--- src/rtl/seq_pkg.sv ---
// Shared definitions for the serial frame generator and its companion sequence detector bench.
package seq_pkg;

  localparam int unsigned DefaultWidth = 10;

  typedef enum logic [1:0] {
    StIdle = 2'd0,
    StSend = 2'd1,
    StDone = 2'd2
  } state_t;

endpackage

--- src/rtl/bit_counter.sv ---
// Modulo-N bit index counter with synchronous clear and a terminal-count flag.
module bit_counter #(
  parameter int unsigned N = 10
) (
  input  logic                 clk,
  input  logic                 rst_n,
  input  logic                 clr,
  input  logic                 en,
  output logic [$clog2(N)-1:0] cnt,
  output logic                 last
);

  localparam int unsigned CW = $clog2(N);

  logic [CW-1:0] cnt_q;

  assign cnt  = cnt_q;
  assign last = (cnt_q == CW'(N - 1));

  always_ff @(posedge clk or negedge rst_n) begin
    if (!rst_n) begin
      cnt_q <= '0;
    end else if (clr) begin
      cnt_q <= '0;
    end else if (en) begin
      cnt_q <= last ? '0 : cnt_q + CW'(1);
    end
  end

endmodule

--- src/rtl/seq_gen.sv ---
// Parallel-to-serial frame generator with optional back-to-back repeat, abort and frame count.
module seq_gen
  import seq_pkg::*;
#(
  parameter int unsigned WIDTH     = DefaultWidth,
  parameter bit          LSB_FIRST = 1'b1
) (
  input  logic             clk,
  input  logic             rst_n,
  input  logic             start,
  input  logic [WIDTH-1:0] data,
  input  logic             rep,
  input  logic             abort,
  output logic             ready,
  output logic             o,
  output logic             o_valid,
  output logic             done,
  output logic [7:0]       frames
);

  localparam int unsigned CW = $clog2(WIDTH);

  state_t           state_q;
  logic [WIDTH-1:0] word_q;
  logic [WIDTH-1:0] shift_q;
  logic             rep_q;
  logic             o_q;
  logic             o_valid_q;
  logic             done_q;
  logic [7:0]       frames_q;
  logic [CW-1:0]    idx;
  logic             idx_last;
  logic             idx_clr;
  logic             idx_en;

  function automatic logic first_bit(input logic [WIDTH-1:0] w);
    return LSB_FIRST ? w[0] : w[WIDTH-1];
  endfunction

  // Drops the bit just presented so the next one sits at the head.
  function automatic logic [WIDTH-1:0] advance(input logic [WIDTH-1:0] w);
    return LSB_FIRST ? (w >> 1) : (w << 1);
  endfunction

  assign idx_clr = (state_q != StSend) || abort;
  assign idx_en  = (state_q == StSend);

  bit_counter #(
    .N(WIDTH)
  ) u_bit_counter (
    .clk  (clk),
    .rst_n(rst_n),
    .clr  (idx_clr),
    .en   (idx_en),
    .cnt  (idx),
    .last (idx_last)
  );

  always_ff @(posedge clk or negedge rst_n) begin
    if (!rst_n) begin
      state_q   <= StIdle;
      word_q    <= '0;
      shift_q   <= '0;
      rep_q     <= 1'b0;
      o_q       <= 1'b0;
      o_valid_q <= 1'b0;
      done_q    <= 1'b0;
      frames_q  <= '0;
    end else begin
      unique case (state_q)
        StIdle: begin
          if (start) begin
            word_q    <= data;
            shift_q   <= advance(data);
            rep_q     <= rep;
            o_q       <= first_bit(data);
            o_valid_q <= 1'b1;
            state_q   <= StSend;
          end
        end
        StSend: begin
          if (abort) begin
            o_q       <= 1'b0;
            o_valid_q <= 1'b0;
            state_q   <= StIdle;
          end else if (idx_last) begin
            frames_q <= frames_q + 8'd1;
            if (rep_q) begin
              o_q     <= first_bit(word_q);
              shift_q <= advance(word_q);
            end else begin
              o_q       <= 1'b0;
              o_valid_q <= 1'b0;
              done_q    <= 1'b1;
              state_q   <= StDone;
            end
          end else begin
            o_q     <= first_bit(shift_q);
            shift_q <= advance(shift_q);
          end
        end
        StDone: begin
          done_q  <= 1'b0;
          state_q <= StIdle;
        end
        default: begin
          o_q       <= 1'b0;
          o_valid_q <= 1'b0;
          done_q    <= 1'b0;
          state_q   <= StIdle;
        end
      endcase
    end
  end

  assign ready   = (state_q == StIdle);
  assign o       = o_q;
  assign o_valid = o_valid_q;
  assign done    = done_q;
  assign frames  = frames_q;

endmodule

--- config.mk ---
export PLATFORM = sky130hd
export DESIGN_NAME = seq_gen
export DESIGN_NICKNAME = d
export VERILOG_FILES = /design/src/rtl/seq_pkg.sv /design/src/rtl/bit_counter.sv /design/src/rtl/seq_gen.sv
export SDC_FILE = /design/constraint.sdc
export NUM_CORES = 1
export LEC_CHECK = 0
export CORE_UTILIZATION = 31
export DETAILED_ROUTE_END_ITERATION = 8
export SYNTH_ARGS = -nofsm -noshare
export SYNTH_HDL_FRONTEND = slang
export SYNTH_HIERARCHICAL = 1
export SYNTH_SLANG_ARGS = --single-unit
--- constraint.sdc ---
create_clock -name clk -period 5.1 [get_ports clk]
set_input_delay 1.02 -clock clk [delete_from_list [all_inputs] [get_ports clk]]
set_output_delay 1.02 -clock clk [all_outputs]
set_load 0.02 [all_outputs]
==> impl_metrics.tcl, run 1 <==
set metrics [dict create \
    diodes 0 \
    placed_cells 249 \
    wl_um 3292 \
    max_cap_viol_count 0 \
    ys_ff_latch 37 \
    die_w_um 78.79 \
    min_period_ps 2575 \
    rr_startpoint "u_bit_counter/cnt[1]" \
    synth_top_flop_cell "dfrtp_1" \
    syn_to_final_growth_pct 25.26 \
    worstHoldStart "word_q[2]" \
    synthCells 155 \
    antenna_found_initial 0 \
    cts_buffers 5 \
    tritoncts "built" \
    clock_path_buffers 2 \
    cts_root_buffer "clkbuf_8" \
    cp_cell_sequence "nor2_1 -> clkdlybuf4s50_1" \
    first_pass_iters 4 \
    gp_congestion 0.7137 \
    slew_headroom 0.4916 \
    reg2reg_slack_ps 2690 \
    hold_depth 1 \
    die_area_um2 6208 \
    slew_viol_final 0 \
    grt_pass1_vias 1174 \
    max_clock_freq_mhz 388.3 \
    synthTopCellsByArea "dfrtp_1, mux2_4, mux2_2" \
    fin_nets 202 \
    wl_per_cell_um 12.81 \
    hold_violations 0 \
    min_to "word_q[2]" \
    io_pins 27 \
    n_fill_cell 566 \
    status "finished clean" \
    async_reset_ff_frac 1.000 \
    fin_cells 257 \
    vias 1186 \
    grt.total_usage 0.1207 \
    grt_pass1_wl_um 5651 \
    worst_pin_slew_ps 761.8 \
    die_h_um 78.79 \
    crit_path_start_kind "flop" \
    coreArea_um2 5608 \
    cts-htree-levels 2 \
    synth_top_area_frac 0.5065 \
    ir_drop_mv 0.1364 \
    hold_buffers 0 \
    vias_per_cell 4.615 \
    post-route-period-util 0.5049 \
    critPathKind "flop to output pin" \
    io_buffer_count 26 \
    reg2regPathDepth 7 \
    tns_ps 0 \
    yosysTopAreaCell "dfrtp_1" \
    worst_clock_skew_ps 4.370 \
    drive_gt1_frac 0.2000 \
    cts_num_sinks 37 \
    max_stage_delay_ps 620 \
    dp_hpwl_um 2339 \
    clk_pin_slew_ps 70 \
    synth_edf_count 0 \
    worstPathArrival_ps 1560 \
    overflow 0 \
    grt_max_degree 38 \
    finalSetupViolCount 0 \
    cp_max_fo 7 \
    syn_area_um2 1828 \
    crit_slowest_cell "clkdlybuf4s50_1" \
    ant_nets 0 \
    drt_iter0_markers 72 \
    rsz0062_at_grt "no" \
    worstPathRequired_ps 4080 \
    clock_latency_ps 290 \
    ctsResizeCount 0 \
    r2r_end "frames[7]" \
    ys_types 36 \
    synthesis.nets 173 \
    yosys_warnings 6 \
    ys_seq_area_frac 0.5065 \
    power.leakage_nw 1.009 \
    worstHoldPathType "flop to flop" \
    post_cts_buffers 0 \
    endpoint_kind "output pin" \
    initial_core_util 0.3260 \
    drc_errors 0 \
    postSynthAreaPerCell_um2 11.79 \
    floorplan.rows 27 \
    p_per_area_nw_per_um2 367.3 \
]
==> placed cells by master (no fill, tap or decap), types with 2 or more instances in the layout <==
cell,n
dfrtp_1,37
clkdlybuf4s50_1,26
nand2_1,19
o21ai_0,11
mux2_2,10
mux2i_1,9
mux2_4,9
xor2_1,6
inv_1,5
nor3_1,5
clkbuf_8,5
nand2b_1,4
a21oi_1,4
nor2_1,3
ha_1,3
nand3b_1,3
nor2_4,2
and2b_1,2
a31oi_1,2
bufinv_16,2
==> worst max-delay path, delay by kind of cell, from the launching register on <==
kind                   cells  cell delay, ps
buffers and inverters      1             620
flip-flops                 1             480
AND/OR/NAND/NOR            1             170
==> synth_stat cells (all sizes together) (2+ instances only) <==
master   n
nor2     5
mux2    20
dfrtp   37
nand3b   3
buf      4
and2b    2
xor2     6
o21ai   12
a31oi    2
inv      5
nand2b   5
a21oi    5
xnor2    2
mux2i    9
nor3     5
ha       3
nand2   20
==> sequential cells by signal, summed over array words and instances (netlist names) <==
signal,cells
o_valid,1
done,1
word_q,10
rep_q,1
o,1
state_q,2
u_bit_counter/cnt,4
frames,8
shift_q,9
==> layer usage <==
| layer | global-route usage | part of all wire | vias to the layer above | wire (um) |
|---|---|---|---|---|
| li1 | - | - | 590 | - |
| met1 | 0.1645 | 0.50 | 573 | 1645 |
| met2 | 0.1704 | 0.44 | 18 | 1440 |
| met3 | 0.03448 | 0.038 | 5 | 125 |
| met4 | 0.06667 | 0.024 | 0 | 80 |
| met5 | 0 | 0 | - | 0 |
==> per-stage QoR <==
step           power (W)  hold slack (ps)    util  setup slack, ps  instance area [um2]
6_report       0.0008411            491.9  0.4083             2525                 2290
5_1_grt        0.0008861            522.0  0.4083             2424                 2290
4_1_cts        0.0008533            496.1  0.4083             2496                 2290
3_5_place_dp   0.0005509            479.5  0.3844             2438                 2156
3_3_place_gp   0.0005453            471.7  0.3844             2469                 2156
2_1_floorplan  0.0004980            457.8       -             3064                 1828
==> power by group <==
group / internal (W) / switching (W) / total (W)
Clock: 0.000194 / 0.000104 / 0.000298
Combinational: 0.0000976 / 0.0000665 / 0.000164
Sequential: 0.000345 / 0.0000334 / 0.000379
Total: 0.000637 / 0.000204 / 0.000841
==> how the worst max path moves through the flow <==
stage,startpoint,end,slack [ps]
after floorplan,abort,frames[7],3060
after global placement,abort,shift_q[7],2470
after detailed placement,abort,shift_q[4],2440
after CTS,state_q[0],ready,2500
after global routing,state_q[0],ready,2420
final,state_q[0],ready,2520
==> kinds of logic after synthesis <==
family          Yosys count  synth area share
simple gates             46            0.1451
buf+inv                  10           0.02669
mux                      29            0.1910
xor+xnor                  8           0.04244
flops                    37            0.5065
fa+ha+maj                 3           0.02054
compound gates           22           0.06776
==> final cells by class <==
cell class / count / area (um2) / share of cell area
flip-flops and latches: 37 / 925.9 / 0.4044
multi-input cells: 108 / 853.3 / 0.3727
repair buffers: 27 / 267.8 / 0.1169
well taps: 72 / 90.09 / 0.03934
clock buffers: 5 / 68.82 / 0.03005
clock inverters: 3 / 65.06 / 0.02842
inverters: 5 / 18.77 / 0.008197
Note: power is estimated with default switching activity, not from simulation.
==> run 2, diff against run 1 <==
Clock period 5.1 ns to 2.2 ns, I/O delays scaled along.
==> run 2 against run 1 <==
Compared with the run above: count of clock-buffer cells in the layout increased by 1; first-iteration DRC count decreased by 25%; hold slack got worse by 1.0 ps; global-route usage increased by 0.70 points; critical path depth unchanged; wire length increased by 3.8%; clock skew increased by 3.7 ps; combinational power increased by 150%; critical endpoint unchanged; largest power group unchanged.
==> impl_metrics.tcl, run 2 (synthesis gave the netlist of run 1 again) <==
set metrics [dict create \
    die_w_um 78.79 \
    vias_per_cell 4.618 \
    syn_to_final_growth_pct 25.19 \
    grt_pass1_wl_um 6023 \
    post-route-period-util 0.9116 \
    final_common_cell "dfrtp_1" \
    worstPathArrival_ps 1570 \
    die_area_um2 6208 \
    clock_latency_ps 290 \
    gp_congestion 0.7454 \
    critPathKind "flop to output pin" \
    cts_buffers 5 \
    vias 1210 \
    worstHoldPathType "flop to flop" \
    die_h_um 78.79 \
    pwr-share-comb 0.234 \
    worstPathRequired_ps 1760 \
    min_period_ps 2006 \
    cellInternalPower_w 0.001265 \
    max_cap_viol_count 0 \
    tritoncts "built" \
    post_cts_buffers 0 \
    cts_num_sinks 37 \
    antenna_found_initial 0 \
    ir_drop_mv 0.2820 \
    first_pass_iters 4 \
    whs_ps 490.8 \
    cp_max_fo 6 \
    largest_reg_flops 10 \
    worst_clock_skew_ps 8.091 \
    cts_root_buffer "clkbuf_8" \
    io_pins 27 \
    ant_nets 0 \
    power_frac_clock 0.261 \
    netSwitchingFraction 0.2686 \
    topRoutingLayerUsed "met4" \
    clk_pin_slew_ps 70 \
    regMostFlops "word_q" \
    wl_um 3418 \
    rsz0062_at_grt "no" \
    drt_iter0_markers 54 \
    coreArea_um2 5608 \
    finalSetupViolCount 0 \
    cts-htree-levels 2 \
    p_per_area_nw_per_um2 755.6 \
    wirelength_met1_um 1686 \
    fin_nets 207 \
    clock_path_buffers 2 \
    status "finished clean" \
    grt_max_degree 38 \
    ctsResizeCount 0 \
    power.switching_w 0.0004644 \
    hold_depth 1 \
    drive_gt1_frac 0.2158 \
    slew_headroom 0.6904 \
    io_buffer_count 26 \
    initial_core_util 0.3260 \
    wl_per_cell_um 13.05 \
    p_seq_frac 0.505 \
    overflow 0 \
    tns_ps 0 \
    wl_met2_um 1526 \
    final_cell_mix "dfrtp_1, clkdlybuf4s50_1, nand2_1" \
    slew_viol_final 0 \
    endpoint_kind "output pin" \
    hold_buffers 0 \
    max_clock_freq_mhz 498.6 \
    power.leakage_nw 1.015 \
    grt.total_usage 0.1276 \
    drc_errors 0 \
    crit_path_start_kind "flop" \
    grt_pass1_vias 1247 \
    worst_pin_slew_ps 464.3 \
    routed-wl-met3_um 128 \
    diodes 0 \
    dp_hpwl_um 2469 \
    reg2regPathDepth 7 \
    hold_violations 0 \
    floorplan.rows 27 \
]
==> run 2: cell types whose count changed in the layout (fill, tap and decap cells not counted), sizes merged <==
cell,before,now
buf,1,6
bufinv,2,0
clkbuf,5,6
clkinv,1,2
==> run 2: worst paths after layout <==
check,from,to,slack [ps]
max in group asynchronous,rst_n,word_q[7],1290
worst max register to register,u_bit_counter/cnt[1],frames[7],230
worst min-delay path,word_q[2],word_q[2],490
worst min register to register,word_q[2],word_q[2],490
min in group asynchronous,rst_n,frames[6],580
worst max-delay path,state_q[1],ready,190
==> run 2: area by class of cell <==
type / count / area, um2
well taps: 72 / 90.09
flip-flops and latches: 37 / 925.9
clock inverters: 2 / 10.01
inverters: 5 / 18.77
fillers: 578 / 3319
multi-input cells: 108 / 853.3
repair buffers: 32 / 317.8
clock buffers: 6 / 72.57
==> run 2: metal layers <==
layer	GRT usage	vias up
li1	-	604
met1	0.1741	580
met2	0.1835	19
met3	0.03448	7
met4	0.06667	0
met5	0	-
==> run 2: worst max-delay path: stages (launching register included) <==
cell and delay, ps:
dfrtp_1 490, nor2_1 160, clkdlybuf4s50_1 620
==> run 2: metrics by stage <==
stage               power [W]  setup slack (ps)    util  instances  instance area, um2
floorplan            0.001154             367.3       -        155                1828
global placement     0.001286             170.1  0.3934        254                2206
detailed placement   0.001297             148.0  0.3934        254                2206
CTS                  0.001767             162.5  0.4081        262                2288
global route         0.001843             79.74  0.4081        262                2288
finish               0.001729             194.5  0.4081        262                2288
==> run 2: power groups by stage <==
stage / Sequential [W] / Combinational [W] / Clock, W
CTS: 0.000873 / 0.000412 / 0.000482
global route: 0.000890 / 0.000447 / 0.000506
detailed placement: 0.000886 / 0.000411 / 0
finish: 0.000873 / 0.000404 / 0.000452
global placement: 0.000887 / 0.000399 / 0
floorplan: 0.000874 / 0.000280 / 0
==> run 3, diff against run 2 <==
Settings changed: TNS_END_PERCENT from default to 50.
Clock period 2.2 ns to 1.8 ns, I/O delays scaled along.
==> run 3 against run 2 <==
Compared with the run above: total power is 24% higher; non-clock buffer count is 12 higher; final cell count is 4.6% higher; critical path depth is 1 lower; clock power is 24% higher; sequential power is 23% higher; clock skew is 1.0 ps lower; critical path type unchanged; largest power group unchanged.
==> impl_metrics.tcl, run 3 (synthesis gave the netlist of run 1 again) <==
set metrics [dict create \
    status "finished clean" \
    final_cell_mix "dfrtp_1, clkdlybuf4s50_1, nand2_1" \
    cellInternalPower_w 0.001554 \
    io_buffer_count 26 \
    tritoncts "built" \
    first_pass_iters 4 \
    slew_headroom 0.6832 \
    die_h_um 78.79 \
    crit_path_start_kind "flop" \
    max_stage_delay_ps 630 \
    fin_nets 219 \
    fin_area_um2 2404 \
    p_per_area_nw_per_um2 890.6 \
    worstPathRequired_ps 1440 \
    slew_viol_final 0 \
    worst_pin_slew_ps 475.2 \
    ant_nets 0 \
    wl_um 3620 \
    syn_to_final_growth_pct 31.49 \
    grt.total_usage 0.1303 \
    worst_clock_skew_ps 7.055 \
    drive_gt1_frac 0.2772 \
    post-route-period-util 0.9409 \
    worstHoldPathType "input pin to asynchronous set/reset pin" \
    hold_buffers 0 \
    initial_core_util 0.3260 \
    antenna_found_initial 0 \
    drc_errors 0 \
    critPathKind "flop to output pin" \
    die_area_um2 6208 \
    reg2reg_slack_ps 120 \
    dp_hpwl_um 2635 \
    placed_cells 265 \
    r2r_end "frames[1]" \
    ir_drop_mv 0.4413 \
    rr_startpoint "u_bit_counter/cnt[1]" \
    coreArea_um2 5608 \
    cts_buffers 5 \
    finalSetupViolCount 0 \
    grt_max_degree 38 \
    cts_num_sinks 37 \
    overflow 0 \
    cp_max_fo 4 \
    endpoint_kind "output pin" \
    netSwitchingFraction 0.2738 \
    clock_path_buffers 2 \
    vias_per_cell 4.668 \
    max_cap_viol_count 0 \
    tns_ps 0 \
    cts-htree-levels 2 \
    die_w_um 78.79 \
    fin_cells 274 \
    worstPathArrival_ps 1330 \
    grt_pass1_wl_um 6237 \
    wl_per_cell_um 13.21 \
    reg2regPathDepth 7 \
    pwr-share-comb 0.238 \
    largest_reg_flops 10 \
    cp_cell_sequence "clkdlybuf4s50_1" \
    io_pins 27 \
    max_clock_freq_mhz 590.4 \
    min_period_ps 1694 \
    drt_iter0_markers 65 \
    hold_violations 0 \
    clock_latency_ps 290 \
    cts_root_buffer "clkbuf_8" \
    power.switching_w 0.0005860 \
    crit_path_end "frames[3]" \
    clk_pin_slew_ps 80 \
    power.leakage_nw 1.079 \
    diodes 0 \
    power_frac_clock 0.263 \
    startpoint "frames[3]" \
    vias 1279 \
    grt_pass1_vias 1285 \
    regMostFlops "word_q" \
    post_dp_cell_area_um2 2283 \
    crit_slowest_cell "clkdlybuf4s50_1" \
    floorplan.rows 27 \
    setup_ws_ps 106.4 \
    final_common_cell "dfrtp_1" \
    pre_cts_ws_ps -124.4 \
    crit_cells 1 \
    gp_congestion 0.7585 \
    path_buf_inv 1 \
    p_seq_frac 0.499 \
    cpLargestDelayFamily "buffers and inverters" \
]
==> run 3: cell type report <==
class / instances / area, um2
clock buffer: 5 / 68.82
fill: 554 / 3204
multi-input combinational: 108 / 865.8
sequential: 37 / 925.9
clock inverter: 3 / 17.52
inverter: 5 / 21.27
timing repair buffer: 44 / 414.1
tap: 72 / 90.09
==> run 3: worst min path at each step <==
stage                     startpoint         to  slack (ps)
after CTS                      rst_n  frames[7]         120
after global placement         rst_n  frames[6]         440
final                          rst_n  frames[3]         110
after floorplan                rst_n       done          60
after detailed placement       rst_n  frames[5]         440
after global routing           rst_n  frames[7]         150
==> run 3: metrics by stage <==
step	util	hold WS [ps]	power, W
6_report	0.4286	112.5	0.002141
2_1_floorplan	-	64.41	0.001411
3_5_place_dp	0.4072	442.4	0.001596
5_1_grt	0.4286	153.0	0.002286
3_3_place_gp	0.4072	438.1	0.001583
4_1_cts	0.4230	124.1	0.002169
==> run 3: timing repair <==
action	4_1_cts	5_1_grt
pin swaps	0	1
endpoints found under the setup margin	10	11
resized for setup	3	6
setup buffers	0	1
cloned	0	0
==> run 3: worst register-to-register path, cell delays in order (launching register included) <==
cell and delay (ps):
dfrtp_1 380, inv_1 60, ha_1 150, nand3b_1 140, inv_4 140, buf_4 120
nor3b_2 220, mux2_2 360
==> run 3: power by group through the flow <==
stage | Clock [W] | Combinational [W] | Sequential, W
after floorplan | 0 | 0.000343 | 0.00107
after global placement | 0 | 0.000499 | 0.00108
after detailed placement | 0 | 0.000513 | 0.00108
after CTS | 0.000590 | 0.000509 | 0.00107
after global routing | 0.000632 | 0.000562 | 0.00109
final | 0.000562 | 0.000509 | 0.00107
==> run 3: per-layer routing <==
| layer | global-route usage | share of wire | wire (um) |
|---|---|---|---|
| met4 | 0.05000 | 0.012 | 44 |
| met2 | 0.1913 | 0.44 | 1605 |
| met5 | 0 | 0 | 0 |
| met1 | 0.1827 | 0.51 | 1836 |
| met3 | 0.03333 | 0.037 | 134 |
